File: src/rtl/fetch_ctrl_pkg.sv
// Shared constants for the instruction-fetch sequencer: state encodings, reset PC, word width.
// Optional build macro: FETCH_CTRL_DELAY_SLOT_EN (MIPS branch delay slot).
package fetch_ctrl_pkg;

    localparam int          INSTR_W          = 32;
    localparam logic [31:0] RESET_PC_DEFAULT = 32'h0000_3000;

    localparam logic [1:0] IDLE  = 2'd0;
    localparam logic [1:0] FETCH = 2'd1;
    localparam logic [1:0] VALID = 2'd2;

    function automatic logic [31:0] alignWord(input logic [31:0] addr);
        return {addr[31:2], 2'b00};
    endfunction

endpackage

File: src/rtl/fetch_ctrl_npc.sv
// fetch_npc: combinational next-fetch-address select (jump > branch > sequential, plus pending target).
// Optional build macro: FETCH_CTRL_DELAY_SLOT_EN adds the pending-target input and redirect outputs.
module fetch_npc
    import fetch_ctrl_pkg::*;
(
    input  logic [31:0] pc,
    input  logic        isBranch,
    input  logic [31:0] branchAddr,
    input  logic        isJump,
    input  logic [31:0] jumpAddr,
`ifdef FETCH_CTRL_DELAY_SLOT_EN
    input  logic        pendingValid,
    input  logic [31:0] pendingAddr,
    output logic        redirect,
    output logic [31:0] targetAddr,
`endif
    output logic [31:0] nextAddr
);

    logic        takeRedirect;
    logic [31:0] target;
    logic [31:0] seqAddr;

    assign takeRedirect = isJump | isBranch;
    assign target       = alignWord(isJump ? jumpAddr : branchAddr);
    assign seqAddr      = pc + 32'd4;

`ifdef FETCH_CTRL_DELAY_SLOT_EN
    // The delay slot is always fetched sequentially; the target waits one instruction.
    assign redirect   = takeRedirect;
    assign targetAddr = target;
    assign nextAddr   = pendingValid ? pendingAddr : seqAddr;
`else
    assign nextAddr   = takeRedirect ? target : seqAddr;
`endif

endmodule

File: src/rtl/fetch_ctrl.sv
// fetch_ctrl: owns the PC, runs one req/ack fetch at a time and holds the word for decode.
// Optional build macro: FETCH_CTRL_DELAY_SLOT_EN enables MIPS branch-delay-slot sequencing.
module fetch_ctrl
    import fetch_ctrl_pkg::*;
#(
    parameter logic [31:0] RESET_PC = RESET_PC_DEFAULT
) (
    input  logic               clk,
    input  logic               reset,
    input  logic               stall,
    input  logic               isBranch,
    input  logic [31:0]        branchAddr,
    input  logic               isJump,
    input  logic [31:0]        jumpAddr,
    output logic               imem_req,
    output logic [31:0]        imem_addr,
    input  logic               imem_ack,
    input  logic [INSTR_W-1:0] imem_rdata,
    output logic [31:0]        PC,
    output logic [INSTR_W-1:0] instructure,
    output logic               instr_valid
);

    logic [1:0]  state;
    logic [31:0] fetchAddr;
    logic [31:0] nextAddr;
    logic        consume;

    assign consume     = (state == VALID) && !stall;
    // NOTE: req is decoded from state, so an asynchronous reset drops it without waiting for a clock edge.
    assign imem_req    = (state == FETCH);
    assign imem_addr   = fetchAddr;
    assign instr_valid = (state == VALID);

`ifdef FETCH_CTRL_DELAY_SLOT_EN
    logic        pendingValid;
    logic [31:0] pendingAddr;
    logic        redirect;
    logic [31:0] targetAddr;

    always_ff @(posedge clk or posedge reset) begin
        if (reset) begin
            pendingValid <= 1'b0;
            pendingAddr  <= '0;
        end else if (consume) begin
            if (pendingValid) begin
                pendingValid <= 1'b0;
            end else if (redirect) begin
                pendingValid <= 1'b1;
                pendingAddr  <= targetAddr;
            end
        end
    end
`endif

    fetch_npc uNpc (
        .pc          (PC),
        .isBranch    (isBranch),
        .branchAddr  (branchAddr),
        .isJump      (isJump),
        .jumpAddr    (jumpAddr),
`ifdef FETCH_CTRL_DELAY_SLOT_EN
        .pendingValid(pendingValid),
        .pendingAddr (pendingAddr),
        .redirect    (redirect),
        .targetAddr  (targetAddr),
`endif
        .nextAddr    (nextAddr)
    );

    // NOTE: state registers use non-blocking assignments so every flop samples pre-edge values.
    always_ff @(posedge clk or posedge reset) begin
        if (reset) begin
            state       <= IDLE;
            fetchAddr   <= RESET_PC;
            PC          <= RESET_PC;
            instructure <= '0;
        end else begin
            case (state)
                IDLE: state <= FETCH;
                FETCH: begin
                    if (imem_ack) begin
                        instructure <= imem_rdata;
                        PC          <= fetchAddr;
                        state       <= VALID;
                    end
                end
                VALID: begin
                    if (consume) begin
                        fetchAddr <= nextAddr;
                        state     <= FETCH;
                    end
                end
                default: state <= IDLE;
            endcase
        end
    end

endmodule

File: config.mk
export PLATFORM = sky130hd
export DESIGN_NAME = fetch_ctrl
export DESIGN_NICKNAME = d
export VERILOG_FILES = /design/src/rtl/fetch_ctrl_pkg.sv /design/src/rtl/fetch_ctrl_npc.sv /design/src/rtl/fetch_ctrl.sv
export SDC_FILE = /design/constraint.sdc
export NUM_CORES = 1
export LEC_CHECK = 0
export ABC_AREA = 1
export CORE_UTILIZATION = 47
export CTS_BUF_LIST = sky130_fd_sc_hd__clkbuf_16
export CTS_CLUSTER_DIAMETER = 200
export DETAILED_ROUTE_END_ITERATION = 8
export PLACE_DENSITY = 0.87
export SLEW_MARGIN = 20
export SYNTH_ARGS = -nofsm -noshare
export SYNTH_HDL_FRONTEND = slang
export SYNTH_SLANG_ARGS = --single-unit
File: constraint.sdc
create_clock -name clk -period 6.4 [get_ports clk]
set_input_delay 1.28 -clock clk [delete_from_list [all_inputs] [get_ports clk]]
set_output_delay 1.28 -clock clk [all_outputs]
set_load 0.02 [all_outputs]
==> out/metrics.csv, run 1 <==
stage,metric,value,unit
status,run_status,"complete, no violations",
synthesis,synthArstFlopShare,1.00,
cells_and_area,fin_cells,917,
cells_and_area,mostFrequentLayoutCells,"clkdlybuf4s50_1 (195), nand2_1 (161), dfrtp_1 (94)",
timing,finalSetupViolCount,0,
pwr,p_per_area,481,mW/mm^2
cts,cts_resized,0,
drt,via_per_inst,5.25,
timing,fin_crit_sh,0.488,
critical_path,cp.required,6.59,ns
synthesis,ys_types,27,
critical_path,end_kind,register,
place,dpl-instance-area,0.00703,sq mm
cts,cts.sinks,98,
cts,cts_tree,built,
pwr,total_power,3.51,mW
run,drv_cap,0,
synthesis,ys_seq_area_frac,0.494,
synthesis,synth_area,0.00497,sq mm
timing,final.min_clock_period,3.12,ns
critical_path,cp.arrival,3.32,ns
global_route,grt_pass1_wl,24100,microns
pwr,intPower,2.08,mW
timing,skew,0.00686,ns
critical_path,cp_max_fo,32,
synthesis,ys_ff_latch,98,
floorplanning,rows,37,
place,dpl.hpwl,10400,microns
critical_path,path_class,in2reg,
pwr,ir_drop,0.359,mV
cells_and_area,syn_to_final_growth,47.0,%
critical_path,path_common_cell,nand2_1,
drt,post_drt_wl_per_cell,15.7,microns
synthesis,avgSynthCellArea,8.40,sq um
cells_and_area,design_area,0.00731,sq mm
cells_and_area,nets,880,
cells_and_area,nFillCells,801,
drt,ant_nets,0,
place,placed_cells,902,
critical_path,rrSetupSlack,4.24,ns
synthesis,ys.flop_type,dfrtp_1,
drt,vias,4817,
synthesis,syn_inst,592,
global_route,antenna_found_initial,0,
global_route,grt_max_degree,98,
timing,rsz0062_at_grt,no,
timing,max_slew.worst_pin.slew,1.04,ns
critical_path,cpMaxStageDelayCell,clkdlybuf4s50_1,
floorplanning,dieArea,0.0110,sq mm
synthesis,synthesis.nets,695,
pwr,leakagePower,3.22,nW
floorplanning,die_h,105,microns
pwr,swShare,0.408,
cts,clk_latency,0.34,ns
critical_path,start_kind,primary input,
synthesis,synth-edff-count,0,
global_route,grt_pass1_vias,5054,
floorplanning,start_util,0.484,
timing,hold_violations,0,
place,port_buffers,195,
cts,clkTransAtPathRegs,0.07,ns
floorplanning,core,0.0103,sq mm
cts,clock-root-buffer,clkbuf_16,
synthesis,synth_warnings,0,
pwr,p_seq_frac,0.343,
cells_and_area,final_common_cell,clkdlybuf4s50_1,
drt,dr.pass1.iters,5,
min_path,hold_class,reg2reg,
pwr,p_sw,1.43,mW
cells_and_area,diodes,0,
cts,postCtsHoldBufs,0,
place,finalWeightedCongestion,0.867,
pwr,power_frac_clock,0.150,
drt,wl,14400,microns
cells_and_area,layout-drive-gt1-share,0.0896,
timing,drv_slew,0,
cts,htreeDepth,3,
cts,cts_setup_buffers,0,
floorplanning,die_width,105,microns
timing,timing.setup.tns,0,ns
global_route,grt_usage,0.276,
critical_path,critPathMaxStageDelay,0.45,ns
cts,clockBufferDepth,2,
floorplanning,io_pins,200,
timing,relSlewSlack,0.305,
critical_path,cp_cell_sequence,clkdlybuf4s50_1 > buf_4 > inv_1 > nand2_1 > inv_1 > a22oi_1 > nand2_1 > nand2_1 > o21ai_0,
timing,fmax,320,MHz
drt,drtIter0Drc,265,
drt,drc_errors,0,
cts,cts_made_buffers,9,
global_route,grt_overflow_total,0,
pwr,p_comb_frac,0.507,
-- cell usage after synthesis (5+ instances only) --
cell type | number | area [sq um]
inv_1 | 69 | 259
mux2_2 | 32 | 360
clkbuf_1 | 12 | 45.0
nand3_1 | 38 | 190
nor2_1 | 43 | 161
nand2_1 | 162 | 608
a21boi_1 | 11 | 82.6
o21ai_0 | 45 | 225
a21oi_1 | 12 | 60.1
o21bai_1 | 5 | 37.5
a221oi_1 | 17 | 149
nor2_2 | 6 | 37.5
dfrtp_1 | 94 | 2350
a22oi_1 | 13 | 97.6
buf_2 | 13 | 65.1
-- cell type report --
cell class	instances	area, sq um	share of cell area
Tap cell	136	170	0.0233
Multi-Input combinational cell	400	2150	0.295
Inverter	69	262	0.0358
Clock buffer	9	225	0.0308
Sequential cell	98	2460	0.336
Timing Repair Buffer	199	1980	0.271
Clock inverter	6	58.8	0.00805
-- metrics by stage --
stage          setup slack [ns]  utilization  hold WS [ns]
4_1_cts                    3.27        0.711         0.508
6_report                   3.28        0.711         0.506
3_3_place_gp               3.05        0.684         0.473
5_1_grt                    3.09        0.711         0.527
2_1_floorplan              2.56            -         0.452
3_5_place_dp               2.92        0.684         0.494
-- critical path, delay by kind of cell --
kind / cells / cell delay (ns)
buf+inv: 4 / 1.31
simple gates: 3 / 0.24
compound gates: 2 / 0.48
-- final timing paths --
| check | from | end | cells past startpoint |
|---|---|---|---|
| hold reg to reg | instructure[15] | instructure[15] | 1 |
| setup reg to reg | state[1] | imem_addr[18] | 8 |
| setup / recovery | isJump | imem_addr[6] | 9 |
| min in group asynchronous | reset | instructure[23] | 2 |
| hold / removal | instructure[15] | instructure[15] | 1 |
| max in group asynchronous | reset | imem_addr[29] | 3 |
-- metal layers --
layer,routed length (microns),share of wire,global-route usage,vias to the layer above
li1,-,-,-,2304
met1,5850,0.41,0.328,2287
met2,7120,0.49,0.474,194
met3,1120,0.078,0.0686,32
met4,316,0.022,0.119,0
met5,0,0,0,-
-- flip-flops by register name, indices dropped and copies added (netlist names) --
register	cells
state	2
imem_addr	32
PC	32
instructure	32
-- logic make-up (layout without fill, tap and decap cells) --
family,Yosys count,count (layout),synth area share
AOI/OAI and AO/OA,106,106,0.136
adders and majority gates,1,1,0.00252
buffers and inverters,94,283,0.0742
DFF,98,98,0.494
muxes,32,32,0.0725
and+or+nand+nor,261,261,0.221
-- power by group through the flow --
stage          Clock (mW)  Sequential (mW)  Combinational [mW]
6_report            0.528             1.20                1.78
5_1_grt             0.555             1.25                1.92
4_1_cts             0.538             1.20                1.79
3_5_place_dp            0             1.20                1.78
3_3_place_gp            0             1.18                1.73
2_1_floorplan           0             1.52               0.602
Note: power is estimated with default switching activity, not from simulation.
==> inputs of run 2 (changes only) <==
--- a/config.mk
+++ b/config.mk
@@ -6,11 +6,11 @@
 export NUM_CORES = 1
 export LEC_CHECK = 0
 export ABC_AREA = 1
-export CORE_UTILIZATION = 47
+export CORE_UTILIZATION = 40
 export CTS_BUF_LIST = sky130_fd_sc_hd__clkbuf_16
 export CTS_CLUSTER_DIAMETER = 200
 export DETAILED_ROUTE_END_ITERATION = 8
-export PLACE_DENSITY = 0.87
+export PLACE_DENSITY = 0.79
 export SLEW_MARGIN = 20
 export SYNTH_ARGS = -nofsm -noshare
 export SYNTH_HDL_FRONTEND = slang
==> constraint.sdc (replaced) <==
create_clock -name clk -period 2.8 [get_ports clk]
set_input_delay 0.56 -clock clk [delete_from_list [all_inputs] [get_ports clk]]
set_output_delay 0.56 -clock clk [all_outputs]
set_load 0.02 [all_outputs]
==> out/metrics.csv, run 2 (synthesis results as in run 1) <==
stage,metric,value,unit,change
status,run_status,"complete, no violations",,
timing,max_slew.worst_pin.slew,0.648,ns,-0.392 ns
timing,finalSetupViolCount,0,,unchanged
cts,cts_made_buffers,9,,unchanged
place,dpl-instance-area,0.00712,sq mm,+1.4%
cells_and_area,seq_area,0.00246,sq mm,unchanged
timing,drv_slew,0,,unchanged
critical_path,cp_max_fo,3,,-91%
global_route,grt_usage,0.240,,-0.0357
drt,dr.pass1.iters,4,,-1
timing,final.min_clock_period,2.22,ns,
cells_and_area,final_common_cell,clkdlybuf4s50_1,,
drt,wl,14600,microns,+1.6%
cts,cts_resized,0,,unchanged
critical_path,cp_cell_sequence,inv_1 > nor2_1 > clkdlybuf4s50_1,,
cells_and_area,nFillCells,1025,,+28%
timing,whs,0.505,ns,-0.000918 ns
drt,post_drt_wl_per_cell,15.3,microns,-2.5%
global_route,grt_pass1_vias,5013,,-0.81%
critical_path,cp.arrival,1.66,ns,-1.66 ns
timing,skew,0.00562,ns,-0.00125 ns
timing,relSlewSlack,0.568,,+0.262
cts,cts.sinks,98,,unchanged
cts,clk_latency,0.34,ns,about the same
global_route,antenna_found_initial,0,,unchanged
critical_path,cp_num_buf_inv,2,,-2
drt,drc_errors,0,,unchanged
critical_path,path_class,reg2out,,
cts,clock-root-buffer,clkbuf_16,,
cts,clockBufferDepth,2,,unchanged
floorplanning,dieArea,0.0129,sq mm,+17%
cells_and_area,nets,886,,+0.68%
drt,drtIter0Drc,241,,-9.1%
critical_path,end_kind,primary output,,
place,port_buffers,195,,unchanged
cells_and_area,mostFrequentLayoutCells,"clkdlybuf4s50_1 (195), nand2_1 (161), dfrtp_1 (94)",,
cts,postCtsHoldBufs,0,,unchanged
cts,htreeDepth,3,,unchanged
min_path,hold_class,reg2reg,,
drt,via_per_inst,5.03,,-4.3%
critical_path,critPathMaxStageDelay,0.68,ns,+0.23 ns
cells_and_area,design_area,0.00742,sq mm,+1.5%
pwr,ir_drop,0.690,mV,+92%
global_route,grt_overflow_total,0,,unchanged
floorplanning,die_width,114,microns,+8.2%
drt,ant_nets,0,,unchanged
floorplanning,rows,40,,+8.1%
run,drv_cap,0,,unchanged
pwr,leakagePower,3.26,nW,+1.2%
timing,fin_crit_sh,0.793,,
critical_path,crit_family,buffers and inverters,,
global_route,grt_max_degree,52,,-47%
global_route,grt_pass1_wl,24200,microns,+0.71%
pwr,p_per_area,1090,mW/mm^2,+130%
floorplanning,core,0.0121,sq mm,+17%
critical_path,cpMaxStageDelayCell,clkdlybuf4s50_1,,
critical_path,cp.required,2.24,ns,-4.35 ns
cells_and_area,diodes,0,,unchanged
cells_and_area,multiInputGateArea,0.00215,sq mm,unchanged
timing,rsz0062_at_grt,no,,
floorplanning,start_util,0.412,,-0.0716
cells_and_area,layout-drive-gt1-share,0.0990,,+0.00936
cts,cts_setup_buffers,0,,unchanged
timing,timing.setup.tns,0,ns,unchanged
floorplanning,io_pins,200,,unchanged
place,finalWeightedCongestion,0.910,,+5.1%
cts,clkTransAtPathRegs,0.07,ns,about the same
place,dpl.hpwl,11000,microns,+5.8%
cells_and_area,syn_to_final_growth,49.2,%,
cts,cts_tree,built,,
timing,fmax,450,MHz,
critical_path,start_kind,register,,
floorplanning,die_h,114,microns,+8.2%
timing,hold_violations,0,,unchanged
drt,vias,4807,,-0.21%
-- run 2: changes by cell type in the layout (fill, tap and decap cells not counted), sizes merged --
cell      delta
buf          +6
clkinvlp     +1
-- run 2: worst register-to-register path, cell delays in order (launching register included) --
cell      delay (ns)
dfstp_2         0.59
nand2_1         0.09
nor2_1          0.24
nand2_1         0.13
nor2_2          0.26
nand2_1         0.09
nand2_1         0.08
nand3_1         0.07
a21boi_1        0.15
-- run 2: final timing paths --
path,slack (ns),startpoint,cells past startpoint,end
max in group asynchronous,1.60,reset,3,PC[2]
min in group asynchronous,0.76,reset,3,state[0]
max reg2reg,1.05,PC[12],8,imem_addr[23]
min,0.51,instructure[20],1,instructure[20]
max,0.58,state[1],3,instr_valid
min reg2reg,0.51,instructure[20],1,instructure[20]
-- run 2: cell type report --
class | count | area share
multi-input combinational | 400 | 0.290
sequential | 98 | 0.331
timing repair buffer | 205 | 0.275
inverter | 69 | 0.0354
tap | 168 | 0.0283
clock inverter | 7 | 0.00928
clock buffer | 9 | 0.0304
-- run 2: power breakdown --
group	total [mW]	internal (mW)	leakage, nW	switching [mW]
logic	4.09	1.96	1.98	2.13
clock network	1.24	0.692	0.143	0.550
registers	2.76	2.13	1.14	0.629
total	8.09	4.78	3.26	3.31
-- run 2: metrics by stage --
| step | cells | power, mW | util | setup WS (ns) |
|---|---|---|---|---|
| 2_1_floorplan | 592 | 4.84 | - | 1.08 |
| 3_3_place_gp | 940 | 6.71 | 0.591 | 0.745 |
| 3_5_place_dp | 940 | 6.87 | 0.591 | 0.687 |
| 4_1_cts | 956 | 8.14 | 0.615 | 0.549 |
| 5_1_grt | 956 | 8.63 | 0.615 | 0.494 |
| 6_report | 956 | 8.09 | 0.615 | 0.579 |
-- run 2: metal layers --
layer | up-vias | part of all wire | GRT usage
li1 | 2322 | - | -
met1 | 2287 | 0.41 | 0.292
met2 | 180 | 0.49 | 0.419
met3 | 18 | 0.080 | 0.0648
met4 | 0 | 0.017 | 0.0667
met5 | - | 0 | 0
==> inputs of run 3 (changes only) <==
--- a/config.mk
+++ b/config.mk
@@ -6,11 +6,11 @@
 export NUM_CORES = 1
 export LEC_CHECK = 0
 export ABC_AREA = 1
-export CORE_UTILIZATION = 40
+export CORE_UTILIZATION = 44
 export CTS_BUF_LIST = sky130_fd_sc_hd__clkbuf_16
 export CTS_CLUSTER_DIAMETER = 200
 export DETAILED_ROUTE_END_ITERATION = 8
-export PLACE_DENSITY = 0.79
+export PLACE_DENSITY = 0.82
 export SLEW_MARGIN = 20
 export SYNTH_ARGS = -nofsm -noshare
 export SYNTH_HDL_FRONTEND = slang
==> constraint.sdc (replaced) <==
create_clock -name clk -period 2.2 [get_ports clk]
set_input_delay 0.44 -clock clk [delete_from_list [all_inputs] [get_ports clk]]
set_output_delay 0.44 -clock clk [all_outputs]
set_load 0.02 [all_outputs]
==> out/metrics.csv, run 3 (synthesis results as in run 1) <==
stage,metric,value,unit,change
pwr,p_sw,4.18,mW,+26%
place,dpl.hpwl,10800,microns,-1.3%
pwr,total_power,10.2,mW,+26%
floorplanning,dieArea,0.0117,sq mm,-8.9%
floorplanning,start_util,0.455,,+0.0425
critical_path,r2r-start,PC[2],,
cts,cts.sinks,98,,unchanged
floorplanning,io_pins,200,,unchanged
timing,hold_violations,0,,unchanged
cells_and_area,nets,887,,+0.11%
global_route,antenna_found_initial,0,,unchanged
timing,whs,0.504,ns,-0.00103 ns
floorplanning,rows,38,,-5.0%
cts,cts_made_buffers,9,,unchanged
drt,drtIter0Drc,316,,+31%
place,placed_cells,913,,-2.9%
timing,skew,0.00615,ns,+0.000537 ns
cts,htreeDepth,3,,unchanged
pwr,p_seq_frac,0.344,,+0.003
timing,fmax,475,MHz,
cts,clkTransAtPathRegs,0.07,ns,about the same
pwr,power_frac_clock,0.143,,-0.010
timing,max_slew.worst_pin.slew,0.576,ns,-0.0725 ns
timing,relSlewSlack,0.616,,+0.0483
cells_and_area,fin_cells,929,,-2.8%
cells_and_area,design_area,0.00738,sq mm,-0.51%
place,port_buffers,195,,unchanged
critical_path,cp-startpoint,state[0],,
cells_and_area,final_util,0.675,,+0.0599
cells_and_area,syn_to_final_growth,48.4,%,
global_route,grt_pass1_vias,4830,,-3.7%
run,drv_cap,0,,unchanged
cts,clockBufferDepth,2,,unchanged
critical_path,path_class,reg2out,,
cts,cts_setup_buffers,0,,unchanged
drt,ant_nets,0,,unchanged
critical_path,r2r_cells,9,,+1
critical_path,rrSetupSlack,0.42,ns,-0.63 ns
cts,clock-root-buffer,clkbuf_16,,
min_path,hold_class,reg2reg,,
drt,dr.pass1.iters,5,,+1
cells_and_area,nFillCells,896,,-13%
cells_and_area,diodes,0,,unchanged
floorplanning,core,0.0109,sq mm,-9.3%
cts,postCtsHoldBufs,0,,unchanged
floorplanning,die_width,108,microns,-4.6%
drt,wl,14400,microns,-1.7%
floorplanning,die_h,108,microns,-4.6%
pwr,leakagePower,3.26,nW,-0.11%
critical_path,cp.arrival,1.66,ns,about the same
drt,post_drt_wl_per_cell,15.5,microns,+1.2%
pwr,ir_drop,0.950,mV,+38%
drt,via_per_inst,5.18,,+2.9%
critical_path,cp.required,1.76,ns,-0.48 ns
critical_path,cp_max_fo,3,,unchanged
cts,cts_tree,built,,
critical_path,end_kind,primary output,,
status,run_status,"complete, no violations",,
timing,final.min_clock_period,2.10,ns,
timing,rsz0062_at_grt,no,,
global_route,grt_max_degree,99,,+90%
timing,drv_slew,0,,unchanged
global_route,grt_pass1_wl,23100,microns,-4.6%
pwr,intPower,5.98,mW,+25%
critical_path,r2r-end,imem_addr[28],,
timing,timing.setup.tns,0,ns,unchanged
timing,setup_slack,0.0967,ns,-0.482 ns
cells_and_area,layout-drive-gt1-share,0.0989,,-0.000125
cts,cts_resized,0,,unchanged
min_path,hold_depth,1,,unchanged
place,finalWeightedCongestion,0.911,,+0.11%
place,dp_worst_setup_slack,0.240,ns,-0.446 ns
cells_and_area,mostFrequentLayoutCells,"clkdlybuf4s50_1 (195), nand2_1 (161), dfrtp_1 (94)",,
cts,clk_latency,0.34,ns,about the same
global_route,grt_usage,0.258,,+0.0179
pwr,p_per_area,1380,mW/mm^2,+26%
cells_and_area,final_common_cell,clkdlybuf4s50_1,,
place,dpl-instance-area,0.00711,sq mm,-0.21%
drt,vias,4808,,+0.021%
pwr,swShare,0.411,,+0.00219
global_route,grt_overflow_total,0,,unchanged
timing,fin_crit_sh,0.956,,
pwr,p_comb_frac,0.513,,+0.007
min_path,min_to,instructure[19],,
drt,drc_errors,0,,unchanged
critical_path,start_kind,register,,
timing,finalSetupViolCount,0,,unchanged
min_path,hold_path_startpoint,instructure[19],,
==> run 3: power groups by stage <==
stage | clock network [mW] | logic (mW) | registers, mW
6_report | 1.45 | 5.21 | 3.49
5_1_grt | 1.55 | 5.65 | 3.63
4_1_cts | 1.47 | 5.26 | 3.49
3_5_place_dp | 0 | 5.23 | 3.50
2_1_floorplan | 0 | 1.75 | 4.41
3_3_place_gp | 0 | 5.10 | 3.45
==> run 3: metal layers <==
metal,up-vias,track usage,routed length (microns)
li1,2313,-,-
met1,2263,0.297,5610
met2,204,0.450,7090
met3,28,0.0832,1390
met4,0,0.0907,304
met5,-,0,0
==> run 3: layout make-up <==
cell class / count / area [sq um] / area share
Tap cell: 140 / 175 / 0.0237
Sequential cell: 98 / 2460 / 0.333
Timing Repair Buffer: 206 / 2060 / 0.279
Multi-Input combinational cell: 400 / 2150 / 0.292
Clock buffer: 9 / 225 / 0.0305
Inverter: 69 / 263 / 0.0356
Clock inverter: 7 / 46.3 / 0.00627
==> run 3: worst max-delay path: stages (launching register included) <==
cell and delay, ns:
dfrtp_1 0.37, inv_1 0.07, nor2_1 0.23, clkdlybuf4s50_1 0.66
==> run 3: worst max-delay path by stage <==
stage | cells after the start | slack [ns] | endpoint
after CTS | 3 | 0.09 | imem_req
after global placement | 4 | 0.31 | PC[25]
after floorplan | 1 | 0.60 | PC[0]
after detailed placement | 4 | 0.24 | PC[16]
after global routing | 3 | 0.03 | imem_req
final | 3 | 0.1 | imem_req
